## src/rtl/div_unit.sv

```systemverilog
// Iterative restoring divider for DIV/DIVU in the EX stage.
// One quotient bit per clock; result = {remainder, quotient}, both registered.
module div_unit #(
    parameter int WIDTH = 32
) (
    input  logic               clk,
    input  logic               rst,
    input  logic               signed_div,
    input  logic [WIDTH-1:0]   opdata1,
    input  logic [WIDTH-1:0]   opdata2,
    input  logic               start,
    input  logic               annul,
    output logic [2*WIDTH-1:0] result,
    output logic               ready
);

    localparam int CW = $clog2(WIDTH + 1);

    typedef enum logic [1:0] {FREE, BYZERO, ON, END} state_t;

    state_t             state_q, state_n;
    logic [CW-1:0]      cnt_q, cnt_n;
    logic [2*WIDTH:0]   work_q, work_n;     // {partial remainder (WIDTH+1), dividend/quotient (WIDTH)}
    logic [WIDTH-1:0]   dvsr_q, dvsr_n;
    logic               neg_a_q, neg_a_n;   // dividend was negative (signed mode only)
    logic               neg_b_q, neg_b_n;   // divisor was negative (signed mode only)
    logic [2*WIDTH-1:0] result_n;
    logic               ready_n;

    logic [WIDTH-1:0]   abs_a, abs_b;
    logic [WIDTH+1:0]   diff;
    logic [2*WIDTH:0]   step;
    logic [WIDTH-1:0]   quo_raw, rem_raw, quo_fix, rem_fix;

    // Operand magnitudes and one restoring shift-subtract step on the working register
    always_comb begin
        abs_a = (signed_div && opdata1[WIDTH-1]) ? (~opdata1 + 1'b1) : opdata1;
        abs_b = (signed_div && opdata2[WIDTH-1]) ? (~opdata2 + 1'b1) : opdata2;
        // Shifted partial remainder is work_q[2W:W-1]; one extra top bit carries the borrow.
        diff  = {1'b0, work_q[2*WIDTH:WIDTH-1]} - {2'b00, dvsr_q};
        if (diff[WIDTH+1])
            step = {work_q[2*WIDTH-1:0], 1'b0};
        else
            step = {diff[WIDTH:0], work_q[WIDTH-2:0], 1'b1};
        quo_raw = step[WIDTH-1:0];
        rem_raw = step[2*WIDTH-1:WIDTH];
        // Quotient sign is the XOR of operand signs; remainder follows the dividend.
        quo_fix = (neg_a_q ^ neg_b_q) ? (~quo_raw + 1'b1) : quo_raw;
        rem_fix = neg_a_q ? (~rem_raw + 1'b1) : rem_raw;
    end

    // Next-state and next-output logic for the FREE/BYZERO/ON/END sequencer
    always_comb begin
        state_n  = state_q;
        cnt_n    = cnt_q;
        work_n   = work_q;
        dvsr_n   = dvsr_q;
        neg_a_n  = neg_a_q;
        neg_b_n  = neg_b_q;
        result_n = result;
        ready_n  = ready;
        case (state_q)
            FREE: begin
                result_n = '0;
                ready_n  = 1'b0;
                // annul takes priority over a simultaneous start
                if (start && !annul) begin
                    if (opdata2 == '0) begin
                        state_n = BYZERO;
                    end else begin
                        state_n = ON;
                        cnt_n   = '0;
                        work_n  = {{(WIDTH+1){1'b0}}, abs_a};
                        dvsr_n  = abs_b;
                        neg_a_n = signed_div & opdata1[WIDTH-1];
                        neg_b_n = signed_div & opdata2[WIDTH-1];
                    end
                end
            end
            BYZERO: begin
                state_n  = END;
                result_n = '0;
                ready_n  = 1'b1;
            end
            ON: begin
                if (annul) begin
                    state_n  = FREE;
                    result_n = '0;
                    ready_n  = 1'b0;
                end else begin
                    work_n = step;
                    cnt_n  = cnt_q + 1'b1;
                    // Last step lands straight in the result register with sign fixed.
                    if (cnt_q == CW'(WIDTH - 1)) begin
                        state_n  = END;
                        result_n = {rem_fix, quo_fix};
                        ready_n  = 1'b1;
                    end
                end
            end
            END: begin
                if (!start || annul) begin
                    state_n  = FREE;
                    result_n = '0;
                    ready_n  = 1'b0;
                end
            end
            default: begin
                state_n  = FREE;
                result_n = '0;
                ready_n  = 1'b0;
            end
        endcase
    end

    // State, datapath and output registers with synchronous reset
    always_ff @(posedge clk) begin
        if (rst) begin
            state_q <= FREE;
            cnt_q   <= '0;
            work_q  <= '0;
            dvsr_q  <= '0;
            neg_a_q <= 1'b0;
            neg_b_q <= 1'b0;
            result  <= '0;
            ready   <= 1'b0;
        end else begin
            state_q <= state_n;
            cnt_q   <= cnt_n;
            work_q  <= work_n;
            dvsr_q  <= dvsr_n;
            neg_a_q <= neg_a_n;
            neg_b_q <= neg_b_n;
            result  <= result_n;
            ready   <= ready_n;
        end
    end

endmodule

```

## config.mk

```make
export PLATFORM = sky130hd
export DESIGN_NAME = div_unit
export DESIGN_NICKNAME = d
export VERILOG_FILES = /design/src/rtl/div_unit.sv
export SDC_FILE = /design/constraint.sdc
export NUM_CORES = 1
export LEC_CHECK = 0
export CAP_MARGIN = 10
export CORE_UTILIZATION = 35
export CTS_BUF_LIST = sky130_fd_sc_hd__clkbuf_16
export DETAILED_ROUTE_END_ITERATION = 8
export GPL_TIMING_DRIVEN = 1
export PLACE_DENSITY_LB_ADDON = 0.12
export SYNTH_ARGS = -nofsm -noshare
export SYNTH_HDL_FRONTEND = slang
export SYNTH_SLANG_ARGS = --single-unit
```

## constraint.sdc

```tcl
create_clock -name clk -period 8.6 [get_ports clk]
set_input_delay 0.86 -clock clk [delete_from_list [all_inputs] [get_ports clk]]
set_output_delay 0.86 -clock clk [all_outputs]
set_load 0.01 [all_outputs]
```

==> impl_metrics.json <==
{
  "cts_tree": "yes",
  "fin_crit_sh": 0.589,
  "placed_area_um2": 13600,
  "track_usage": 0.220,
  "initial_utilization": 0.356,
  "ys_warn_count": 0,
  "grt_pass1_vias": 10900,
  "finalMaxSlewViolations": 0,
  "numClockSinks": 172,
  "route.detailed.drc": 0,
  "clk_pin_slew_ns": 0.08,
  "num_vias": 11700,
  "synthAdderAreaFrac": 0.0446,
  "status": "complete, no violations",
  "hold_ws_ns": 0.450,
  "final_common_cell": "nand2_1",
  "insertion_delay_ns": 0.45,
  "grt_max_degree": 89,
  "yosys-mux-area-fraction": 0.0254,
  "swShare": 0.453,
  "place_inst": 2110,
  "drtIter0Drc": 733,
  "critPathKind": "flip-flop to flip-flop",
  "fin_area_um2": 14200,
  "setup_violations": 0,
  "die_x_um": 187,
  "clock-root-buffer": "clkbuf_16",
  "synth_compound_area_frac": 0.255,
  "final_layout_size_suffix_gt1_frac": 0.0567,
  "seqPwrFrac": 0.269,
  "cts_hold_buf": 0,
  "route.detailed.wl_per_inst_um": 18.0,
  "port_buffers": 133,
  "grt_overflow_total": 0,
  "rsz0062_at_grt": "no",
  "ctsResizeCount": 0,
  "endpoint_kind": "flip-flop",
  "fin_crit_ns": 5.07,
  "clockPowerShare": 0.236,
  "syn_area_per_cell_um2": 7.45,
  "grt_pass1_wl_mm": 61.0,
  "synth_edf_count": 0,
  "hold_path.class": "flip-flop to flip-flop",
  "ys_ff_latch": 172,
  "syn2layout_area_growth_pct": 18.8,
  "first_pass_iters": 5,
  "fin_nets": 1793,
  "dp_hpwl_mm": 29.1,
  "switchingPower_uw": 1600,
  "ctsHtreeMaxLevel": 4,
  "async_flop_share": 0,
  "synthSimpleGateAreaFrac": 0.234,
  "nFillCells": 3444,
  "timing.setup.tns_ns": 0,
  "synth_ff_type": "dfxtp_1",
  "power.internal_uw": 1930,
  "power.density_nw_per_um2": 248,
  "cts_made_buffers": 17,
  "tightest_slew_ns": 1.20,
  "antenna_found_initial": 0,
  "wl_mm": 38.6,
  "io_pins": 134,
  "crit_arrival_ns": 5.39,
  "most-common-layout-cells": "nand2_1, nor2_1, dfxtp_1",
  "peakVddDrop_v": 0.000151,
  "max-slew-margin-rel": 0.196,
  "multi_input_area_um2": 7950,
  "cap_violations": 0,
  "ys_seq_area_frac": 0.288,
  "core_area_um2": 33600,
  "finalClockSkew_ns": 0.0166,
  "ant_nets": 0,
  "synth_top_family_by_area": "compound AO/OA/AOI/OAI gates",
  "cts_setup_buffers": 0,
  "final_cells": 2142,
  "gp_congestion": 0.862,
  "r2r_setup_slack_ns": 3.53,
  "diodes": 0,
  "synth_fp_nets": 1717,
  "dieArea_um2": 34900,
  "fp.dieH_um": 187,
  "ys_types": 90,
  "required_ns": 8.92,
  "synth_cells": 1606,
  "cts_max_path_buffers": 2,
  "combPwrFrac": 0.495,
  "leakagePower_uw": 0.00514,
  "startpoint_type": "flip-flop",
  "max_freq_mhz": 197,
  "vias_per_cell": 5.44,
  "path_max_fanout": 49,
  "num_rows": 67,
  "hold_viol": 0,
  "ff_latch_area_um2": 3440,
  "synth_xor_area_frac": 0.102,
  "netlist_area_um2": 12000
}
==> power groups by stage <==
stage	registers [uW]	logic (uW)	clock network, uW
3_5_place_dp	968	1720	0
6_report	951	1750	833
5_1_grt	961	1910	885
3_3_place_gp	966	1720	0
2_1_floorplan	947	1250	0
4_1_cts	950	1730	848
==> sequential cells by signal (all words and copies together) (netlist names) <==
name / flops
result: 64
dvsr_q: 32
neg_b_q: 1
work_q: 65
state_q: 2
cnt_q: 6
ready: 1
neg_a_q: 1
==> critical path, stage by stage (launching register included) <==
cell and delay [ns]:
dfxtp_1 0.53, ha_1 0.42, a21oi_4 0.19, nor3_2 0.08
o41ai_4 0.36, a21boi_2 0.15, o31a_4 0.41, nor2_4 0.13
buf_4 0.53, mux2i_1 0.38, ha_1 0.27, nand4b_1 0.20
o41ai_2 0.57, nand3_2 0.19, o31ai_2 0.28, xnor2_1 0.15
o21ai_1 0.07
==> logic make-up after synthesis <==
logic type / count (synthesis)
compound gates: 464
fa+ha+maj: 42
buf+inv: 146
xor+xnor: 140
mux: 29
simple gates: 613
flops: 172
==> cell type report <==
cell class	instances	area share
Clock buffer	17	0.0299
Clock inverter	14	0.0128
Inverter	56	0.0148
Timing Repair Buffer	147	0.101
Multi-Input combinational cell	1288	0.559
Tap cell	448	0.0394
Sequential cell	172	0.242
==> per-layer routing <==
| metal | global-route usage | part of all wire | wire length, um | vias to the layer above |
|---|---|---|---|---|
| met2 | 0.332 | 0.43 | 16400 | 307 |
| met3 | 0.0308 | 0.046 | 1760 | 57 |
| li1 | - | - | - | 5861 |
| met5 | 0 | 0 | 0 | - |
| met4 | 0.0728 | 0.025 | 950 | 0 |
| met1 | 0.320 | 0.50 | 19400 | 5433 |
==> synthesized netlist by cell type (12+ instances only) <==
| cell | instances | share of area |
|---|---|---|
| ha_1 | 41 | 0.043 |
| o21ai_1 | 13 | 0.0054 |
| dfxtp_1 | 172 | 0.29 |
| a31oi_1 | 21 | 0.011 |
| xor2_1 | 64 | 0.047 |
| nor3_1 | 43 | 0.018 |
| nand3_1 | 18 | 0.0075 |
| mux2i_1 | 20 | 0.017 |
| or3_1 | 21 | 0.011 |
| o21ai_0 | 94 | 0.039 |
| a21o_1 | 14 | 0.0088 |
| clkbuf_1 | 69 | 0.022 |
| nor4_1 | 20 | 0.010 |
| a22oi_1 | 42 | 0.026 |
| inv_1 | 55 | 0.017 |
| nand2_1 | 228 | 0.072 |
| o211ai_1 | 12 | 0.0075 |
| a21oi_1 | 133 | 0.056 |
| xnor2_1 | 76 | 0.056 |
| buf_2 | 14 | 0.0059 |
| o31ai_1 | 16 | 0.010 |
| a211oi_1 | 38 | 0.024 |
| nor2_1 | 200 | 0.063 |
==> per-stage QoR <==
stage / power (uW) / setup WS, ns / util
after global routing: 3760 / 3.15 / 0.423
after global placement: 2680 / 3.23 / 0.404
final: 3530 / 3.53 / 0.423
after detailed placement: 2690 / 3.13 / 0.404
after CTS: 3530 / 3.61 / 0.422
after floorplan: 2200 / 4.34 / -
==> final timing paths <==
kind / endpoint / cells after the start / start
worst max-delay path: result[62]$_SDFFE_PP0P_ / 16 / work_q[49]$_SDFFE_PP0P_
worst min-delay path: result[58]$_SDFFE_PP0P_ / 2 / result[58]$_SDFFE_PP0P_
worst max register to register: result[62]$_SDFFE_PP0P_ / 16 / work_q[49]$_SDFFE_PP0P_
worst min register to register: result[58]$_SDFFE_PP0P_ / 2 / result[58]$_SDFFE_PP0P_
(Power assumes the default switching activity.)
